===== config.mk =====
export PLATFORM = sky130hd
export DESIGN_NAME = get_seq
export DESIGN_NICKNAME = d
export VERILOG_FILES = /design/src/rtl/get_seq_pkg.sv /design/src/rtl/get_seq.sv
export SDC_FILE = /design/constraint.sdc
export NUM_CORES = 1
export LEC_CHECK = 0
export ABC_AREA = 1
export CORE_ASPECT_RATIO = 2
export CORE_UTILIZATION = 52
export CTS_BUF_LIST = sky130_fd_sc_hd__clkbuf_8
export DETAILED_ROUTE_END_ITERATION = 10
export GPL_TIMING_DRIVEN = 0
export PLACE_DENSITY_LB_ADDON = 0.1
export SLEW_MARGIN = 10
export SYNTH_ARGS = -nofsm -noshare
export SYNTH_HDL_FRONTEND = slang
export SYNTH_SLANG_ARGS = --single-unit

===== constraint.sdc =====
create_clock -name clk -period 2.34 [get_ports clk]
set_clock_uncertainty 0.05 [all_clocks]
set_input_delay 0.234 -clock clk [delete_from_list [all_inputs] [get_ports clk]]
set_output_delay 0.234 -clock clk [all_outputs]
set_load 0.02 [all_outputs]

===== src/rtl/get_seq_pkg.sv =====
// get_seq_pkg -- shared definitions for the get sequencer.
//   gs_state_e : sequencer FSM state encoding
//   DRAIN_LEN  : cycles spent in DRAIN after the pass ends; this covers the
//                one-cycle exec register inside get_ctrl
//   DRAIN_CW   : width of the DRAIN cycle counter
package get_seq_pkg;

  typedef enum logic [1:0] {
    ST_IDLE  = 2'd0,
    ST_RUN   = 2'd1,
    ST_DRAIN = 2'd2,
    ST_DONE  = 2'd3
  } gs_state_e;

  localparam int unsigned DRAIN_LEN = 2;
  localparam int unsigned DRAIN_CW  = (DRAIN_LEN > 1) ? $clog2(DRAIN_LEN) : 1;

endpackage


===== src/rtl/get_seq.sv =====
// get_seq -- sequences one get pass through get_ctrl.
//
// A command latches the i/j bounds and requests a pass. While the pass runs,
// the block counts exec strobes and runs a watchdog. The pass ends on
// get_fin or on watchdog expiry, drains for DRAIN_LEN cycles, and then
// pulses done.
//
// Ports
//   clk, rst_n          clock, asynchronous active-low reset
//   cmd_v / cmd_ready   command handshake; ready only in IDLE
//   cmd_i, cmd_j        outer/inner bounds for the pass
//   tmo_lim             watchdog limit in RUN cycles, 0 = disabled
//   get_v               level request to get_ctrl, high for every RUN cycle
//   addr_i, addr_j      latched bounds driven to get_ctrl
//   exec, get_fin       execute strobe and pass-complete strobe from get_ctrl
//   busy, done, err     status: not idle, completion pulse, watchdog expiry
//   exec_cnt            saturating count of exec cycles in RUN/DRAIN
//
// state | meaning
// ------+------------------------------------------------------------
// IDLE  | waiting for a command, cmd_ready high
// RUN   | get_v high, counting exec, watchdog running
// DRAIN | DRAIN_LEN cycles to catch the last registered exec strobes
// DONE  | one-cycle done pulse
module get_seq #(
  parameter int W  = 20,
  parameter int TW = 24
) (
  input  logic            clk,
  input  logic            rst_n,
  input  logic            cmd_v,
  output logic            cmd_ready,
  input  logic [W-1:0]    cmd_i,
  input  logic [W-1:0]    cmd_j,
  input  logic [TW-1:0]   tmo_lim,
  output logic            get_v,
  output logic [W-1:0]    addr_i,
  output logic [W-1:0]    addr_j,
  input  logic            exec,
  input  logic            get_fin,
  output logic            busy,
  output logic            done,
  output logic            err,
  output logic [2*W-1:0]  exec_cnt
);
  import get_seq_pkg::*;

  gs_state_e             r_state;
  logic                  r_get_v;
  logic                  r_done;
  logic                  r_err;
  logic [W-1:0]          r_addr_i;
  logic [W-1:0]          r_addr_j;
  logic [2*W-1:0]        r_exec_cnt;
  logic [TW-1:0]         r_wdog;
  logic [DRAIN_CW-1:0]   r_drain;

  logic w_accept;
  logic w_wdog_exp;
  logic w_exec_inc;

  assign w_accept   = (r_state == ST_IDLE) && cmd_v;
  // The watchdog holds the number of completed RUN cycles, so the expiry
  // compare against tmo_lim-1 fires in the tmo_lim-th RUN cycle.
  assign w_wdog_exp = (tmo_lim != '0) && (r_wdog == (tmo_lim - TW'(1)));
  assign w_exec_inc = exec && ((r_state == ST_RUN) || (r_state == ST_DRAIN))
                      && (r_exec_cnt != '1);

  always_ff @(posedge clk or negedge rst_n) begin
    if (!rst_n) begin
      r_state    <= ST_IDLE;
      r_get_v    <= 1'b0;
      r_done     <= 1'b0;
      r_err      <= 1'b0;
      r_addr_i   <= '0;
      r_addr_j   <= '0;
      r_exec_cnt <= '0;
      r_wdog     <= '0;
      r_drain    <= '0;
    end else begin
      r_done <= 1'b0;
      if (w_exec_inc) r_exec_cnt <= r_exec_cnt + (2*W)'(1);

      case (r_state)
        ST_IDLE: begin
          if (w_accept) begin
            r_addr_i   <= cmd_i;
            r_addr_j   <= cmd_j;
            r_exec_cnt <= '0;
            r_err      <= 1'b0;
            r_wdog     <= '0;
            r_get_v    <= 1'b1;
            r_state    <= ST_RUN;
          end
        end
        ST_RUN: begin
          // Saturate only matters with the watchdog disabled.
          if (r_wdog != '1) r_wdog <= r_wdog + TW'(1);
          // get_fin takes priority over a simultaneous watchdog expiry.
          if (get_fin) begin
            r_get_v <= 1'b0;
            r_drain <= '0;
            r_state <= ST_DRAIN;
          end else if (w_wdog_exp) begin
            r_err   <= 1'b1;
            r_get_v <= 1'b0;
            r_drain <= '0;
            r_state <= ST_DRAIN;
          end
        end
        ST_DRAIN: begin
          if (r_drain == DRAIN_CW'(DRAIN_LEN - 1)) begin
            r_done  <= 1'b1;
            r_state <= ST_DONE;
          end else begin
            r_drain <= r_drain + DRAIN_CW'(1);
          end
        end
        ST_DONE: begin
          r_state <= ST_IDLE;
        end
        default: begin
          r_get_v <= 1'b0;
          r_state <= ST_IDLE;
        end
      endcase
    end
  end

  assign cmd_ready = (r_state == ST_IDLE);
  assign busy      = (r_state != ST_IDLE);
  assign get_v     = r_get_v;
  assign done      = r_done;
  assign err       = r_err;
  assign addr_i    = r_addr_i;
  assign addr_j    = r_addr_j;
  assign exec_cnt  = r_exec_cnt;

endmodule


==> out/metrics.csv, run 1 <==
stage,metric,value,unit
outcome,status,"finished, final reports clean",
flow_run,cap_violations,0,
worst_setup_path,r2r_slack,90,ps
worst_setup_path,cp.required,2610,ps
clock_tree,cts_root_buffer,clkbuf_8,
synthesis,synth_cell_types,48,
clock_tree,cts.clk_slew.worst_paths,100,ps
pwr,p_leak,3.91,nW
worst_setup_path,cp-end-kind,flop,
sta,final-hold-violation-count,0,
floorplanning,rows,57,
synthesis,synth_commonest_cells,"287 x nand2_1, 110 x dfrtp_1, 82 x nor2_1",
sta,worst_slack,92.2,ps
sta,slew_viol_final,0,
clock_tree,cts_tree,yes,
synthesis,synthMostInstantiatedCell,nand2_1,
synthesis,ys_async_sr_fraction,100,%
final_layout,fillers,1038,
sta,slew_headroom,60.4,%
sta,fmax,445,MHz
clock_tree,cts_buffer_depth,2,
worst_setup_path,cp_data_arrival_time,2520,ps
clock_tree,cts_inserted_buffers,9,
floorplanning,die-area,0.0130,sq mm
placement,place_hpwl,15.0,mm
grt,track_usage,31.7,%
worst_setup_path,cp_max_fo,10,
grt,grt-ovfl-total,0,
floorplanning,io_pins,154,
clock_tree,clk_latency,390,ps
synthesis,synth_top_area_share,42.1,%
synthesis,yosysWarnings,0,
final_layout,drive_gt1_share,10.8,%
grt,grt_max_degree,68,
routing,viasPerCell,5.44,
floorplanning,fp.dieW,81.3,microns
placement,portBuffers,153,
synthesis,syn-num-nets,966,
final_layout,diodes,0,
synthesis,syn_inst,891,
routing,drc,0,
synthesis,netlist_area,0.00654,sq mm
grt,grt_pass1_wl,30.9,mm
synthesis,yosys-top-cells-area,"dfrtp_1 42%, nand2_1 16%, nor2_1 4.7%",
routing,wl_per_cell,16.1,microns
sta,min_period,2250,ps
pwr,p_per_area,827,mW/mm^2
routing,antenna_left,0,
placement,placed_area,0.00828,sq mm
routing,vias,6632,
worst_hold_path,hold_class,in -> async,
sta,worst_pin_slew,595,ps
sta,period_share,96.1,%
grt,antenna_found_initial,0,
clock_tree,cts-htree-levels,3,
final_layout,finalNetCount,1141,
sta,setup_viol,0,
placement,pre_cts_ws,-531,ps
synthesis,synth-seq-cells,110,
final_layout,instances_no_fill,1218,
pwr,ir_drop,0.791,mV
synthesis,synth-edff-count,0,
final_layout,area_growth,33.3,%
synthesis,yosysSeqAreaShare,42.1,%
synthesis,synth_area_per_cell,7.33,sq um
grt,grt_pass1_vias,6571,
floorplanning,fp.coreArea,0.0122,sq mm
routing,drtIter0Drc,382,
final_layout,final_cell_area,0.00871,sq mm
synthesis,synthFlopType,dfrtp_1,
sta,rsz0062_at_grt,yes,
placement,place_congestion,0.910,
routing,first_pass_iters,4,
worst_setup_path,crit_type,reg -> reg,
final_layout,post-route-util,71.4,%
clock_tree,cts_sinks,110,
routing,postRouteWirelength,19.6,mm
floorplanning,die_h,161,microns
worst_setup_path,start_kind,flop,
placement,place_inst,1192,
floorplanning,start_util,53.6,%
synthesis,synth_top_cell_by_area,dfrtp_1,
## metrics by stage
stage	TNS, ps	hold WS (ps)	total power, mW
after floorplan	0	-112	4.43
after global placement	-373500	411	5.89
after detailed placement	-10880	140	5.95
after CTS	-2040	290	7.13
after global routing	-324	300	7.62
final	0	284	7.20
## placed cells by master (no fill, tap or decap), types with 3 or more instances in the layout
cell	instances
nand2_1	285
clkdlybuf4s50_1	151
dfrtp_1	109
inv_1	80
nor2_1	71
nand3_1	42
a21oi_1	39
o21ai_0	34
nor3_1	27
nand4_1	24
xor2_1	22
nor2_2	20
clkbuf_8	12
xnor2_1	11
nand2_2	11
inv_2	10
nor4_1	9
buf_4	9
clkbuf_1	7
o21a_1	7
a211oi_1	7
nand3_2	6
buf_2	6
nor2_4	6
nor3_2	3
buf_6	3
clkbuf_2	3
and3_1	3
o31ai_1	3
o21bai_1	3
nand3b_1	3
ha_2	3
ha_1	3
## logic make-up (layout without fill, tap and decap cells)
family                   count (synthesis)  in the layout  synth area share, %
AO/OA/AOI/OAI                          102            102                 8.96
XOR/XNOR                                33             33                 4.42
adder cells (fa/ha/maj)                  6              6                 1.15
buffers and inverters                  112            292                 6.80
flip-flops                             110            110                 42.1
AND/OR/NAND/NOR                        528            528                 36.6
## flip-flops by register name, summed over array words and instances (netlist names)
signal and count:
exec_cnt 40, done 1, addr_i 20, err 1
r_wdog 24, r_drain 1, r_state 2, addr_j 20
get_v 1
## layout make-up
cell class / count / area [sq um] / share of cell area (%)
Buffer: 20 / 109 / 1.25
Multi-Input combinational cell: 669 / 3480 / 39.9
Inverter: 92 / 350 / 4.02
Clock inverter: 4 / 30.0 / 0.345
Sequential cell: 110 / 2750 / 31.6
Timing Repair Buffer: 164 / 1640 / 18.8
Tap cell: 147 / 184 / 2.11
Clock buffer: 12 / 165 / 1.90
## timing repair
| action | 4_1_cts | 5_1_grt |
|---|---|---|
| hold endpoints to repair | 43 | 0 |
| hold buffers | 1 | 0 |
| resized for setup | 9 | 40 |
| pin swaps | 1 | 13 |
| endpoints found under the setup margin | 52 | 71 |
| gates cloned | 0 | 0 |
| setup buffers | 2 | 7 |
## worst max-delay path, stage by stage, from the launching register on
cell      delay, ps
dfrtp_1         420
inv_1            90
ha_1            290
nand2_1         190
clkbuf_2        280
inv_1           140
buf_2           290
clkbuf_2        280
nand2_1          90
nand2_1          60
## final timing paths
check,from,endpoint,cells after the start
setup / recovery,r_state[0]$_DFFE_PN0P_,addr_j[18]$_DFFE_PN0P_,9
hold / removal,rst_n,addr_i[1]$_DFFE_PN0P_,2
setup reg to reg,r_state[0]$_DFFE_PN0P_,addr_j[18]$_DFFE_PN0P_,9
hold reg to reg,addr_i[19]$_DFFE_PN0P_,addr_i[19]$_DFFE_PN0P_,2
max in group asynchronous,rst_n,r_wdog[0]$_DFFE_PN0P_,3
min in group clk,cmd_j[0],addr_j[0]$_DFFE_PN0P_,3
## where the power goes
group	switching, mW	total, mW	internal [mW]
combinational	1.97	3.38	1.41
sequential	0.337	2.69	2.36
clock	0.654	1.13	0.480
total	2.96	7.20	4.24
## metal layers
metal | part of all wire (%) | vias up | global-route usage (%) | routed length (microns)
met2 | 55 | 227 | 56.7 | 10900
met5 | 0 | - | 0 | 0
li1 | - | 3239 | - | -
met1 | 34 | 3080 | 30.9 | 6590
met4 | 6.4 | 0 | 21.9 | 1250
met3 | 4.6 | 86 | 6.48 | 910
No activity file was read; power rests on OpenSTA's default activity.
==> run 2: changes to the inputs <==
--- a/config.mk
+++ b/config.mk
@@ -6,12 +6,13 @@
 export NUM_CORES = 1
 export LEC_CHECK = 0
 export ABC_AREA = 1
+export ABC_CLOCK_PERIOD_IN_PS = 2340
 export CORE_ASPECT_RATIO = 2
 export CORE_UTILIZATION = 52
 export CTS_BUF_LIST = sky130_fd_sc_hd__clkbuf_8
 export DETAILED_ROUTE_END_ITERATION = 10
 export GPL_TIMING_DRIVEN = 0
-export PLACE_DENSITY_LB_ADDON = 0.1
+export PLACE_DENSITY = 0.85
 export SLEW_MARGIN = 10
 export SYNTH_ARGS = -nofsm -noshare
 export SYNTH_HDL_FRONTEND = slang
==> out/metrics.csv, run 2 (same netlist as run 1, synthesis figures left out) <==
stage,metric,value,unit
worst_setup_path,worst_path_most_repeated_cell,nand2_1,
placement,place_inst,1192,
floorplanning,die_h,161,microns
routing,viasPerCell,5.45,
pwr,pwr-share-seq,37.3,%
flow_run,cap_violations,0,
worst_setup_path,crit_path_cell_trace,inv_1 > nor3_2 > nand2_1 > nor2_2 > nand4_1 > nor2_1 > nand2_1 > nor3_1 > o21ai_0 > a21oi_1,
worst_setup_path,crit_slowest_cell,dfrtp_1,
grt,grt_max_degree,78,
worst_setup_path,cpPeakStageDelay,420,ps
worst_setup_path,path_delay_family,simple AND/OR/NAND/NOR gates,
worst_setup_path,r2r_slack,70,ps
final_layout,instances_no_fill,1215,
sta,worst_slack,71.7,ps
placement,place_congestion,0.902,
pwr,power.total,7.21,mW
clock_tree,clk_latency,380,ps
floorplanning,die-area,0.0130,sq mm
routing,first_pass_iters,5,
worst_setup_path,worstRegToRegCells,10,
floorplanning,start_util,53.6,%
worst_setup_path,start_kind,flop,
final_layout,finalNetCount,1138,
routing,wl_met3,1.18,mm
final_layout,diodes,0,
sta,slew_headroom,60.3,%
clock_tree,cts_tree,yes,
routing,antenna_left,0,
pwr,switching_share,41.1,%
final_layout,multi_input_area,0.00343,sq mm
routing,wl_met1,6.46,mm
final_layout,drive_gt1_share,9.83,%
routing,drtIter0Drc,288,
placement,place_hpwl,15.1,mm
floorplanning,io_pins,154,
final_layout,area_growth,32.3,%
grt,grt_pass1_wl,30.7,mm
outcome,status,"finished, final reports clean",
pwr,p_leak,3.87,nW
grt,track_usage,31.3,%
pwr,comb_power_share,46.4,%
clock_tree,cts-htree-levels,3,
routing,highest_layer,met4,
final_layout,fillers,989,
routing,wl_met2,10.6,mm
sta,fmax,441,MHz
sta,hold_ws,262,ps
routing,vias,6627,
placement,placed_area,0.00828,sq mm
routing,postRouteWirelength,19.6,mm
worst_setup_path,cp.buffers_inverters,1,
pwr,internal_power,4.25,mW
sta,period_share,96.9,%
sta,worst_pin_slew,596,ps
grt,grt-ovfl-total,0,
pwr,ir_drop,0.877,mV
final_layout,regArea,0.00275,sq mm
worst_setup_path,cp.required,2600,ps
sta,rsz0062_at_grt,yes,
clock_tree,cts_inserted_buffers,9,
placement,portBuffers,153,
routing,drc,0,
sta,setup-tns-final,0,ps
routing,wl_per_cell,16.2,microns
worst_setup_path,cp_max_fo,4,
clock_tree,cts_root_buffer,clkbuf_8,
grt,grt_pass1_vias,6670,
sta,min_period,2270,ps
final_layout,post-route-util,70.9,%
final_layout,final_cell_mix,"286 x nand2_1, 151 x clkdlybuf4s50_1, 109 x dfrtp_1",
worst_hold_path,hold_class,in -> async,
clock_tree,cts_buffer_depth,2,
sta,setup_viol,0,
final_layout,layout_commonest_cell,nand2_1,
sta,slew_viol_final,0,
sta,final-hold-violation-count,0,
clock_tree,cts.clk_slew.worst_paths,110,ps
worst_setup_path,cp-end-kind,flop,
clock_tree,cts_sinks,110,
worst_setup_path,cp_data_arrival_time,2530,ps
floorplanning,fp.coreArea,0.0122,sq mm
final_layout,final_cell_area,0.00864,sq mm
worst_setup_path,reg2reg_to,exec_cnt[35]$_DFF_PN0_,
pwr,clkPwrFrac,16.2,%
pwr,p_per_area,834,mW/mm^2
worst_setup_path,r2r_start,exec_cnt[0]$_DFF_PN0_,
grt,antenna_found_initial,0,
final_layout,largest_reg_flops,40,
floorplanning,fp.dieW,81.3,microns
placement,pre_cts_ws,-440,ps
floorplanning,rows,57,
pwr,switchingPower,2.97,mW
worst_setup_path,crit_type,reg -> reg,
run 2: cell types whose count changed in the layout (fill, tap and decap cells not counted), moves of 2 or more:
cell        previous run  this run
nor2_1                71        78
nor2_2                20        15
clkbuf_8              12         9
nor3_2                 3         6
buf_4                  9         7
clkinvlp_4             0         2
nor2_4                 6         4
nor3_4                 2         0
run 2: how the worst max path moves through the flow:
| stage | start | end | cells after the start |
|---|---|---|---|
| finish | exec_cnt[0]$_DFF_PN0_ | exec_cnt[35]$_DFF_PN0_ | 10 |
| floorplan | r_state[0]$_DFFE_PN0P_ | addr_i[11]$_DFFE_PN0P_ | 9 |
| CTS | tmo_lim[0] | get_v$_DFFE_PN0P_ | 18 |
| global route | exec_cnt[0]$_DFF_PN0_ | exec_cnt[36]$_DFF_PN0_ | 12 |
| detailed placement | tmo_lim[0] | get_v$_DFFE_PN0P_ | 18 |
| global placement | rst_n | r_wdog[1]$_DFFE_PN0P_ | 1 |
run 2: timing repair:
| item | in CTS | in global routing |
|---|---|---|
| setup endpoints to repair | 38 | 50 |
| hold endpoints to repair | 33 | 0 |
| setup buffers | 0 | 6 |
| pin swaps | 0 | 7 |
| gates resized for setup | 8 | 31 |
| hold buffers | 1 | 0 |
run 2: power by group through the flow:
stage               combinational (mW)  sequential, mW  clock [mW]
finish                            3.35            2.69        1.17
detailed placement                3.24            2.70           0
CTS                               3.26            2.69        1.19
global placement                  3.15            2.71           0
floorplan                         1.27            3.16           0
global route                      3.63            2.75        1.26
run 2: final cells by class:
class / count / share of cell area [%]
tap: 147 / 2.13
timing repair buffer: 161 / 18.7
sequential: 110 / 31.9
multi-input combinational: 669 / 39.7
clock buffer: 9 / 1.43
clock inverter: 7 / 0.868
buffer: 20 / 1.27
inverter: 92 / 4.05
run 2: metal layers:
layer | global-route usage, % | vias up
li1 | - | 3227
met2 | 56.6 | 265
met4 | 23.1 | 0
met5 | 0 | -
met3 | 7.50 | 88
met1 | 28.7 | 3047
